`src/rtl/mem_access_stage.sv`:
```
// MEM pipeline stage: registers EX results, runs data-memory loads/stores over a
// req/ack handshake, stalls upstream while busy and flags misaligned or timed-out accesses.
module mem_access_stage #(
  parameter int ACK_TIMEOUT = 16
) (
  input  logic        CLK,
  input  logic        RST,
  input  logic [2:0]  EX_FUNC3,
  input  logic        EX_WRITE_ENABLE,
  input  logic        EX_DATA_MEM_SELECT,
  input  logic        EX_MEM_WRITE,
  input  logic [31:0] EX_ALU_RESULT,
  input  logic [31:0] EX_JAL_SELECTED,
  input  logic [31:0] EX_RS2_DATA,
  input  logic [4:0]  EX_RD,
  input  logic [31:0] DMEM_RDATA,
  input  logic        DMEM_ACK,
  output logic        MEM_STALL,
  output logic        DMEM_REQ,
  output logic        DMEM_WE,
  output logic [31:0] DMEM_ADDR,
  output logic [3:0]  DMEM_BE,
  output logic [31:0] DMEM_WDATA,
  output logic [2:0]  MEM_FUNC3,
  output logic        MEM_WRITE_ENABLE,
  output logic        MEM_DATA_MEM_SELECT,
  output logic [31:0] MEM_JAL_SELECTED,
  output logic [31:0] MEM_DATA_OUT,
  output logic [4:0]  MEM_RD,
  output logic        MEM_FAULT
);

  localparam int CW = $clog2(ACK_TIMEOUT) + 1;

  typedef enum logic {IDLE, BUSY} state_t;

  state_t        state_q;
  logic [CW-1:0] cnt_q;
  logic          pending_we_q;
  logic          load_q;
  logic [1:0]    off_q;

  logic          mem_op_d;
  logic          misaligned_d;
  logic [3:0]    be_d;
  logic [31:0]   wdata_d;

  assign MEM_STALL = (state_q == BUSY);
  assign DMEM_REQ  = (state_q == BUSY);

  always_comb begin
    mem_op_d     = EX_DATA_MEM_SELECT | EX_MEM_WRITE;
    misaligned_d = 1'b0;
    be_d         = 4'b1111;
    wdata_d      = EX_RS2_DATA;
    case (EX_FUNC3[1:0])
      2'b00: begin
        be_d    = 4'b0001 << EX_ALU_RESULT[1:0];
        wdata_d = {4{EX_RS2_DATA[7:0]}};
      end
      2'b01: begin
        misaligned_d = EX_ALU_RESULT[0];
        be_d         = 4'b0011 << EX_ALU_RESULT[1:0];
        wdata_d      = {2{EX_RS2_DATA[15:0]}};
      end
      default: misaligned_d = |EX_ALU_RESULT[1:0];
    endcase
  end

  always_ff @(posedge CLK) begin
    if (RST) begin
      state_q             <= IDLE;
      cnt_q               <= '0;
      pending_we_q        <= 1'b0;
      load_q              <= 1'b0;
      off_q               <= 2'b00;
      DMEM_WE             <= 1'b0;
      DMEM_ADDR           <= '0;
      DMEM_BE             <= '0;
      DMEM_WDATA          <= '0;
      MEM_FUNC3           <= '0;
      MEM_WRITE_ENABLE    <= 1'b0;
      MEM_DATA_MEM_SELECT <= 1'b0;
      MEM_JAL_SELECTED    <= '0;
      MEM_DATA_OUT        <= '0;
      MEM_RD              <= '0;
      MEM_FAULT           <= 1'b0;
    end else begin
      MEM_FAULT <= 1'b0;
      case (state_q)
        IDLE: begin
          MEM_FUNC3           <= EX_FUNC3;
          MEM_DATA_MEM_SELECT <= EX_DATA_MEM_SELECT;
          MEM_JAL_SELECTED    <= EX_JAL_SELECTED;
          MEM_RD              <= EX_RD;
          if (!mem_op_d) begin
            MEM_WRITE_ENABLE <= EX_WRITE_ENABLE;
          end else begin
            // Writeback stays off until the access finishes, so WB never sees stale data.
            MEM_WRITE_ENABLE <= 1'b0;
            if (misaligned_d) begin
              MEM_FAULT <= 1'b1;
            end else begin
              state_q      <= BUSY;
              cnt_q        <= '0;
              pending_we_q <= EX_WRITE_ENABLE;
              load_q       <= EX_DATA_MEM_SELECT & ~EX_MEM_WRITE;
              off_q        <= EX_ALU_RESULT[1:0];
              DMEM_WE      <= EX_MEM_WRITE;
              DMEM_ADDR    <= {EX_ALU_RESULT[31:2], 2'b00};
              DMEM_BE      <= be_d;
              DMEM_WDATA   <= wdata_d;
            end
          end
        end
        BUSY: begin
          if (DMEM_ACK) begin
            if (load_q) MEM_DATA_OUT <= DMEM_RDATA >> {off_q, 3'b000};
            MEM_WRITE_ENABLE <= pending_we_q;
            state_q          <= IDLE;
          end else if (cnt_q == CW'(ACK_TIMEOUT - 1)) begin
            MEM_FAULT        <= 1'b1;
            MEM_WRITE_ENABLE <= 1'b0;
            state_q          <= IDLE;
          end else begin
            cnt_q <= cnt_q + CW'(1);
          end
        end
        default: state_q <= IDLE;
      endcase
    end
  end

endmodule

```
`config.mk`:
```
export PLATFORM = sky130hd
export DESIGN_NAME = mem_access_stage
export DESIGN_NICKNAME = d
export VERILOG_FILES = /design/src/rtl/mem_access_stage.sv
export SDC_FILE = /design/constraint.sdc
export NUM_CORES = 1
export LEC_CHECK = 0
export CORE_ASPECT_RATIO = 0.8
export CORE_MARGIN = 2
export CORE_UTILIZATION = 39
export DETAILED_ROUTE_END_ITERATION = 10
export PLACE_DENSITY_LB_ADDON = 0.12
export SLEW_MARGIN = 20
export SYNTH_ARGS = -nofsm -noshare
export SYNTH_HDL_FRONTEND = slang
export SYNTH_SLANG_ARGS = --single-unit
```
`constraint.sdc`:
```
create_clock -name CLK -period 1.8 [get_ports CLK]
set_input_delay 0.54 -clock CLK [delete_from_list [all_inputs] [get_ports CLK]]
set_output_delay 0.54 -clock CLK [all_outputs]
set_load 0.03 [all_outputs]
```
---- Yosys cells after proc, flatten, opt, wreduce, memory -nomap -nowiden ----
Cells that the tools add are included.
storage, ports and cells
  register bits ........................... 152
cells by class
  shift-type cells ........................ 3
  reduce and logical (&&, ||, !) cells .... 5
  mux-type cells .......................... 22
  equality and inequality tests ........... 7
  add/sub/neg operators ................... 1
  bitwise gates (word level) .............. 5
operators by type and width
  kind                   count
  $pmux W32 S2           1
  $shr A32 B5 Y32        1
  $mux W5                4
  $mux W1                11
  $pmux W5 S2            1
  $ne A2 B2 Y1 const B   4
  $pmux W1 S2            4
  $pmux W4 S2            1
  $reduce_and A3 Y1      2
  $add A5 B1 Y5 const B  1
  $eq A5 B4 Y1 const B   1
  $reduce_and A4 Y1      1
  $shl A1 B2 Y4 const A  1
  $shl A2 B2 Y4 const A  1
  $ne A3 B2 Y1 const B   1
  $not A1 Y1             3
  $eq A2 B1 Y1 const B   1
  $logic_not A2 Y1       1
  $reduce_or A2 Y1       1
  $and A1 B1 Y1          1
  $or A1 B1 Y1           1

---- Longest topological paths before layout ----
Gate-level depths: netlist of run 1.
  depth in word-level cells ............... 5
  mapped depth ............................ 7

---- Least setup slack after synthesis of run 1 ----
No wires, ideal clock.
  kind .................................... flip-flop to flip-flop
  start point ............................. register cnt_q[0]
  end point ............................... register cnt_q[3]
  library setup time ...................... 0.074 ns
  data arrival time ....................... 1.873 ns
  path buffers ............................ 1
  stages on the path, launching flop included .. 8
  setup slack ............................. -0.147 ns
  data required time ...................... 1.726 ns
  cell sequence ........................... dfxtp_1 ha_1 and3_1 ha_1 or3b_1 buf_2 or3_1 a31oi_1
between the ends
  word-level cells in the longest chain between the ends .. 4
ends and longest elaborated chain
  item                    line  RTL
  start, declared         38    logic [CW-1:0] cnt_q;
  start signal, assigned  126   cnt_q <= cnt_q + CW'(1);
  $add A5 B1 Y5           126
  $mux W5                 121   end else if (cnt_q == CW'(ACK_TIMEOUT - 1)) begin
  $mux W5                 117   if (DMEM_ACK) begin
  $pmux W5 S2             90    case (state_q)
Parallel ways exist; a longest one is shown, timed or not. The select of a mux whose other input is x is not followed.
A chain may end at the register's enable or synchronous reset.

---- Worst setup path after layout of run 1 ----
  start point ............................. register cnt_q[1]
  end point ............................... register cnt_q[3]
The elaborated chain is that of the path after synthesis.

==> flow_metrics.tcl, run 1 <==
set metrics [dict create \
    hold_path.class "flop to flop" \
    grt_pass1_vias 6311 \
    cap_viol_max_count 0 \
    dpl.hpwl_um 16400 \
    cp_top_family "simple AND/OR/NAND/NOR gates" \
    vdd_drop_max_v 0.000600 \
    yosys_register_bits 152 \
    finalClockSkew_ns 0.00879 \
    met2_usage_pct 35.7 \
    path_class "flop to flop" \
    drv_slew 0 \
    cts_sinks 152 \
    clk_path_buf_depth 2 \
    tightestPinTransition_ns 0.569 \
    path_buf_inv 0 \
    synth.area.top_cells "dfxtp_1, mux2i_1, o211ai_1" \
    min_period_ns 1.80 \
    yosysSeqAreaShare_pct 44.1 \
    globalRouteTotalUtil_pct 23.5 \
    ctsHtreeMaxLevel 4 \
    cts_made_buffers 17 \
    drcViolationCount 0 \
    dieArea_um2 18800 \
    synthArstFlopShare_pct 0 \
    post-cts-setup-buffers 0 \
    syn_area_per_cell_um2 9.41 \
    ioPinCount 288 \
    status "finished with violations" \
    synth_top_area_share_pct 44.1 \
    worst-path-max-fanout 8 \
    fp.dieW_um 153 \
    overflow 0 \
    clock_latency_ns 0.42 \
    coreArea_um2 17300 \
    leakage_nw 4.69 \
    synth_area_leader_cell "dfxtp_1" \
    crit_path_end_kind "flop" \
    design_area_um2 10900 \
    final_antenna_net_count 0 \
    rsz0062_at_grt "yes" \
    antenna_found_initial 0 \
    via_per_inst 5.22 \
    fp.dieH_um 123 \
    io_buffer_count 285 \
    grt_max_degree 57 \
    grt_first_pass_wirelength_um 35200 \
    cellPowerDensity_nw_per_um2 882 \
    cts_tree "done" \
    initial_core_util_pct 39.8 \
    grt-busiest-layer "met2" \
    drtPass1Iterations 5 \
    synth_flop_cell "dfxtp_1" \
    hold_viol_final 0 \
    synth_cells 733 \
    diodes 0 \
    yosysMostFrequentCell "dfxtp_1" \
    crit_path_frequent_cell "ha_4" \
    gr-usage-met3_pct 7.85 \
    num_rows 43 \
    startpoint_type "flop" \
    tns_ns -0.000727 \
    synth_edf_count 0 \
    slew_headroom_pct 62.0 \
    post-route-period-util_pct 100 \
    max_freq_mhz 555 \
    worst_slack_ns -0.000727 \
    syn2layout_area_growth_pct 58.2 \
    synth_common_cells "dfxtp_1, a21oi_1, mux2i_1" \
    final_nets 1178 \
    drt_iter0_drc 285 \
    cts_hold_buf 0 \
    wl_per_cell_um 17.8 \
    critPathArrivalTime_ns 2.15 \
    critPathSlowestCell "or3b_4" \
    violations "negative setup slack" \
    place.gp.congestion 0.852 \
    crit_path_cell_trace "ha_4 -> and3_4 -> ha_4 -> or3b_4 -> or3_1 -> a31oi_1" \
    gr-usage-met1_pct 32.8 \
    wl_um 22600 \
    required_ns 2.14 \
    setup_violations 1 \
    yosysWarnings 0 \
    clk_pin_slew_ns 0.06 \
    dpl-instance-area_um2 10400 \
    drive_above_1_share_pct 15.4 \
    cts-root-buf "clkbuf_16" \
    max_stage_delay_ns 0.42 \
    yosysUniqueCellTypes 41 \
    via_count 6634 \
    synth_area_um2 6900 \
]
[sequential cells by signal, summed over array words and instances (netlist names), 2 cells and up]
name / flops
DMEM_BE: 4
DMEM_WDATA: 32
cnt_q: 5
off_q: 2
DMEM_ADDR: 30
MEM_FUNC3: 3
MEM_RD: 5
MEM_DATA_OUT: 32
MEM_JAL_SELECTED: 32
[cells by family after synthesis]
group	share of synthesized area [%]
buf+inv	5.41
fa+ha+maj	0.544
simple gates	11.6
compound gates	22.2
mux	16.1
flops	44.1
other cells	0.0544
[where the power goes]
group	leakage [nW]	switching (mW)	total, mW	internal (mW)
logic	3.14	1.13	2.06	0.930
registers	1.25	0.103	3.68	3.57
clock network	0.303	1.50	3.88	2.38
[placed cells by master (no fill, tap or decap), types with 8 or more instances in the layout]
master / Yosys / final
a21oi_1: 77 / 77
or3_1: 11 / 11
buf_12: 0 / 11
nand3_1: 16 / 16
o211ai_1: 56 / 56
dlygate4sd2_1: 0 / 138
dfxtp_1: 152 / 149
nor2_1: 53 / 52
a211oi_1: 9 / 9
nand2_1: 43 / 43
mux2i_1: 74 / 74
mux4_2: 8 / 8
mux2_2: 17 / 17
buf_4: 5 / 71
o31ai_1: 42 / 42
o211a_1: 9 / 9
or3b_2: 8 / 8
clkdlybuf4s50_1: 0 / 138
nand2b_1: 12 / 12
clkbuf_16: 0 / 17
o21ai_0: 10 / 10
nor2b_1: 11 / 11
a2bb2oi_1: 8 / 8
[per-stage QoR]
step           cells  util (%)  total power [mW]  worst slack, ns  hold WS [ns]
2_1_floorplan    734         -              4.88          -0.0131         0.449
3_3_place_gp    1239      60.2              5.94           -0.296         0.441
3_5_place_dp    1239      60.2              5.95           -0.330         0.444
4_1_cts         1270      62.9              9.70         -0.00251         0.449
5_1_grt         1270      63.0              10.0          -0.0430         0.466
6_report        1270      63.0              9.62        -0.000727         0.447
[layout make-up]
cell class / count / area [um^2]
Clock buffer: 19 / 443
Clock inverter: 12 / 190
Fill cell: 1551 / 6410
Inverter: 4 / 15.0
Multi-Input combinational cell: 495 / 3540
Sequential cell: 152 / 3050
Tap cell: 225 / 282
Timing Repair Buffer: 363 / 3390
[what timing repair did]
item | 4_1_cts | 5_1_grt
gates resized for setup | 144 | 4
endpoints found under the hold margin | 0 | 0
endpoints found under the setup margin | 144 | 5
[path summary, 6_finish.rpt]
path                            to  depth (start not counted)        startpoint  slack [ns]
hold reg to reg   MEM_DATA_OUT[29]                          2  MEM_DATA_OUT[29]        0.45
hold / removal    MEM_DATA_OUT[29]                          2  MEM_DATA_OUT[29]        0.45
setup / recovery          cnt_q[3]                          6          cnt_q[1]     -0.0007
setup reg to reg          cnt_q[3]                          6          cnt_q[1]     -0.0007
[per-layer routing]
| metal | vias to the layer above | routed length [um] |
|---|---|---|
| met5 | - | 0 |
| met2 | 189 | 10200 |
| met3 | 15 | 1520 |
| met4 | 0 | 221 |
| met1 | 3155 | 10700 |
| li1 | 3275 | - |
[worst min-delay path: stages, from the launching register on]
cell     delay [ns]
dfxtp_1        0.30
nand2_1        0.05
a21oi_1        0.05
Note: power is estimated with default switching activity, not from simulation.
==> run 2, diff against run 1 <==
- CORE_MARGIN: 2 -> 3
- CORE_UTILIZATION: 39 -> 43
- clock period: 1.8 -> 2 ns (I/O delays scaled with it)
==> run 2 against run 1 <==
The run now ends clean; sequential share of layout area rose by 0.17 points; register-to-register slack improved by 0.11 ns; wire length shrank 0.10%; cell count is 1.7% lower; fmax is 5.0% lower; highest routed layer unchanged.
==> flow_metrics.tcl, run 2 (synthesis results as in run 1) <==
set metrics [dict create \
    status "complete, no violations" \
    cts_made_buffers 17 \
    drcViolationCount 0 \
    critPathArrivalTime_ns 2.25 \
    post-cts-setup-buffers 0 \
    cts_sinks 152 \
    cts-root-buf "clkbuf_16" \
    critPathSlowestCell "or3b_4" \
    place.gp.congestion 0.838 \
    path_class "flop to flop" \
    wl_um 22600 \
    met2_length_um 10700 \
    via_per_inst 5.39 \
    grt_max_degree 46 \
    globalRouteTotalUtil_pct 25.2 \
    setup_violations 0 \
    ioPinCount 288 \
    io_buffer_count 285 \
    fp.dieH_um 119 \
    hold_path.class "flop to flop" \
    drive_above_1_share_pct 14.4 \
    top_regs "DMEM_WDATA (32), MEM_DATA_OUT (32), MEM_JAL_SELECTED (32)" \
    dpl.hpwl_um 16400 \
    tns_ns 0 \
    via_count 6729 \
    drv_slew 0 \
    cap_viol_max_count 0 \
    path_buf_inv 0 \
    clock_latency_ns 0.43 \
    min_period_ns 1.90 \
    cts_tree "done" \
    layout_commonest_cell "dfxtp_1" \
    vdd_drop_max_v 0.000631 \
    diodes 0 \
    final_antenna_net_count 0 \
    dieArea_um2 17600 \
    cts_hold_buf 0 \
    required_ns 2.35 \
    wl_met1_um 9420 \
    grt_first_pass_wirelength_um 35800 \
    initial_core_util_pct 44.9 \
    cellPowerDensity_nw_per_um2 791 \
    r2r_cells 6 \
    clk_pin_slew_ns 0.06 \
    ctsHtreeMaxLevel 4 \
    slew_headroom_pct 59.5 \
    tightestPinTransition_ns 0.605 \
    antenna_found_initial 0 \
    wl_met3_um 2030 \
    max_stage_delay_ns 0.41 \
    hold_depth 2 \
    crit_path_frequent_cell "ha_1" \
    final_util_pct 70.5 \
    grt_pass1_vias 6802 \
    rsz0062_at_grt "no" \
    final_cell_mix "dfxtp_1, dlygate4sd2_1, clkdlybuf4s50_1" \
    syn2layout_area_growth_pct 57.1 \
    leakage_nw 4.68 \
    drt_iter0_drc 379 \
    highest_layer "met4" \
    num_rows 40 \
    crit_path_end_kind "flop" \
    coreArea_um2 15400 \
    crit_path_cell_trace "ha_1 -> and3_4 -> ha_1 -> or3b_4 -> or3_1 -> a31oi_1" \
    cp_top_family "simple AND/OR/NAND/NOR gates" \
    max_freq_mhz 528 \
    hold_viol_final 0 \
    overflow 0 \
    finalClockSkew_ns 0.0127 \
    drtPass1Iterations 5 \
    crit_cells 6 \
    clk_path_buf_depth 2 \
    final_nets 1171 \
    wl_per_cell_um 18.1 \
    fp.dieW_um 148 \
    worst-path-max-fanout 7 \
    startpoint_type "flop" \
    post-route-period-util_pct 94.8 \
]
run 2: cell types whose count changed in the layout (fill, tap and decap cells not counted), sizes merged, moves of 2 or more:
cell,delta
clkinv,+2
clkdlybuf4s15,-3
clkinvlp,-2
buf,-7
dlygate4sd2,+3
inv,+4
bufinv,-2
run 2: where the power goes:
group          internal (mW)  switching (mW)
registers               3.21          0.0980
logic                  0.863            1.03
clock network           1.93            1.44
total                   6.01            2.56
run 2: through the flow:
stage                     cells  hold slack [ns]  power, mW  setup slack [ns]  instance area, um^2
after floorplan             734            0.449       4.39            0.0527                 6900
after global placement     1217            0.438       5.37            -0.163                10400
after detailed placement   1217            0.443       5.39            -0.228                10400
after CTS                  1249            0.449       8.63            0.0578                10800
after global routing       1249            0.469       8.88          0.000962                10800
final                      1249            0.449       8.57             0.105                10800
run 2: worst paths after layout:
check,startpoint,slack [ns],end
hold / removal,MEM_DATA_OUT[17],0.45,MEM_DATA_OUT[17]
setup / recovery,cnt_q[0],0.10,cnt_q[3]
hold reg to reg,MEM_DATA_OUT[17],0.45,MEM_DATA_OUT[17]
setup reg to reg,cnt_q[0],0.10,cnt_q[3]
run 2: worst min-delay path: stages (launching register included):
cell	delay, ns
dfxtp_1	0.31
nand2_1	0.05
a21oi_1	0.05
run 2: what timing repair did:
item / in CTS / in global routing
resized for setup: 142 / 1
endpoints found under the hold margin: 0 / 0
pin swaps: 0 / 1
endpoints found under the setup margin: 142 / 1
run 2: area by class of cell:
class | count | area [um^2]
timing repair buffer | 356 | 3380
fill | 1289 | 4530
multi-input combinational | 495 | 3510
clock buffer | 18 | 439
clock inverter | 14 | 175
inverter | 4 | 15.0
tap | 210 | 263
sequential | 152 | 3040
run 2: metal layers:
layer	global-route usage, %	up-vias
met4	7.63	0
met5	0	-
li1	-	3275
met3	9.09	29
met2	40.5	265
met1	31.9	3160
==> run 3, diff against run 2 <==
- CORE_MARGIN: 3 -> 2
- SKIP_CTS_REPAIR_TIMING: unset -> 1
==> run 3 against run 2 <==
Count of clock-buffer cells in the layout grew 2; sequential power is essentially flat; clock power shrank 3%; global-route usage shrank 0.55 points; largest power group is now registers.
==> flow_metrics.tcl, run 3 (synthesis results as in run 1) <==
set metrics [dict create \
    hold_path.class "flop to flop" \
    critPathSlowestCell "or3b_4" \
    wl_um 22100 \
    r2r-start "cnt_q[0]" \
    hold_viol_final 0 \
    holdCritStartpoint "MEM_DATA_OUT[2]" \
    path_buf_inv 1 \
    clock_latency_ns 0.42 \
    ioPinCount 288 \
    max_freq_mhz 522 \
    initial_core_util_pct 43.8 \
    dieArea_um2 17100 \
    worst-path-max-fanout 9 \
    top_regs "DMEM_WDATA (32), MEM_DATA_OUT (32), MEM_JAL_SELECTED (32)" \
    leakage_nw 6.37 \
    drive_above_1_share_pct 14.0 \
    fp.dieW_um 146 \
    design_area_um2 11300 \
    fp.dieH_um 117 \
    grt_max_degree 49 \
    vdd_drop_max_v 0.000622 \
    finalClockSkew_ns 0.00980 \
    grt_pass1_vias 6308 \
    r2r_cells 7 \
    crit_path_cell_trace "ha_2 -> and3_1 -> ha_2 -> or3b_4 -> buf_6 -> o21a_1 -> o32ai_2" \
    path_class "flop to flop" \
    max_stage_delay_ns 0.40 \
    cellPowerDensity_nw_per_um2 756 \
    min_period_ns 1.92 \
    clk_path_buf_depth 2 \
    final_nets 1164 \
    drt_iter0_drc 364 \
    via_per_inst 5.34 \
    dpl-instance-area_um2 10300 \
    antenna_found_initial 0 \
    final_antenna_net_count 0 \
    grt_first_pass_wirelength_um 33500 \
    required_ns 2.33 \
    clk_pin_slew_ns 0.06 \
    cts_sinks 152 \
    worst_r2r_endpoint "cnt_q[2]" \
    cap_viol_max_count 0 \
    rsz0062_at_grt "yes" \
    via_count 6657 \
    cts_made_buffers 17 \
    dpl.hpwl_um 15600 \
    place.gp.congestion 0.817 \
    cts-root-buf "clkbuf_16" \
    status "complete, no violations" \
    tightestPinTransition_ns 0.597 \
    num_rows 41 \
    cts_tree "done" \
    drcViolationCount 0 \
    rrSetupSlack_ns 0.08 \
    drv_slew 0 \
    coreArea_um2 15700 \
    syn2layout_area_growth_pct 63.4 \
    wl_per_cell_um 17.7 \
    cp_top_family "simple AND/OR/NAND/NOR gates" \
    setup_violations 0 \
    diodes 0 \
    crit_path_frequent_cell "ha_2" \
    slew_headroom_pct 60.0 \
    io_buffer_count 285 \
    crit_path_end_kind "flop" \
    min_delay_worst_endpoint "MEM_DATA_OUT[2]" \
    post-route-period-util_pct 95.8 \
    fill_cells 1223 \
    hold_depth 2 \
    overflow 0 \
    startpoint_type "flop" \
    drtPass1Iterations 5 \
    globalRouteTotalUtil_pct 24.7 \
    critPathArrivalTime_ns 2.24 \
    final_cell_mix "dfxtp_1, dlymetal6s2s_1, clkdlybuf4s50_1" \
    fin_hold_ws_ns 0.450 \
    ctsHtreeMaxLevel 4 \
    layout_commonest_cell "dfxtp_1" \
]
[run 3: cell count changes in the layout (fill, tap and decap cells not counted), sizes merged]
cell and delta:
buf -8, clkbuf +2, clkinv +3, clkinvlp +1, dlygate4sd2 -141, dlymetal6s2s +142, inv -6
[run 3: per-layer routing]
metal / GRT usage [%] / wire length, um
met5: 0 / 0
met4: 6.08 / 320
met3: 9.42 / 1700
met2: 38.7 / 10300
met1: 32.4 / 9760
[run 3: area by class of cell]
| cell class | count | area, um^2 | share of cell area (%) |
|---|---|---|---|
| Clock inverter | 12 | 143 | 1.27 |
| Sequential cell | 152 | 3050 | 27.0 |
| Tap cell | 215 | 269 | 2.39 |
| Multi-Input combinational cell | 495 | 3520 | 31.3 |
| Timing Repair Buffer | 349 | 3820 | 33.9 |
| Clock buffer | 20 | 457 | 4.05 |
| Inverter | 4 | 15.0 | 0.133 |
[run 3: tightest hold or removal path, cell delays in order (launching register included)]
cell     delay (ns)
dfxtp_1        0.30
nand2_1        0.05
a21oi_1        0.05
[run 3: worst max-delay path by stage]
| stage | start | endpoint | slack (ns) | cells past startpoint |
|---|---|---|---|---|
| floorplan | cnt_q[0] | cnt_q[3] | 0.05 | 7 |
| CTS | MEM_DATA_OUT[23] | MEM_DATA_OUT[23] | -0.10 | 1 |
| global placement | EX_DATA_MEM_SELECT | DMEM_ADDR[28] | -0.12 | 5 |
| detailed placement | EX_DATA_MEM_SELECT | DMEM_ADDR[22] | -0.18 | 5 |
| global route | cnt_q[0] | cnt_q[2] | 0.005 | 7 |
| finish | cnt_q[0] | cnt_q[2] | 0.08 | 7 |
[run 3: per-stage QoR]
stage	power [mW]	TNS [ns]	utilization, %	setup slack, ns	instances
2_1_floorplan	4.39	0	-	0.0527	734
3_3_place_gp	5.33	-6.54	65.4	-0.122	1215
3_5_place_dp	5.35	-8.83	65.4	-0.175	1215
4_1_cts	8.60	-7.30	69.2	-0.103	1247
5_1_grt	8.84	0	71.6	0.00463	1247
6_report	8.52	0	71.6	0.0842	1247
[run 3: where the power goes]
part	switching, mW	internal (mW)
Combinational	1.01	0.929
Clock	1.34	1.92
Sequential	0.101	3.22
Total	2.45	6.07
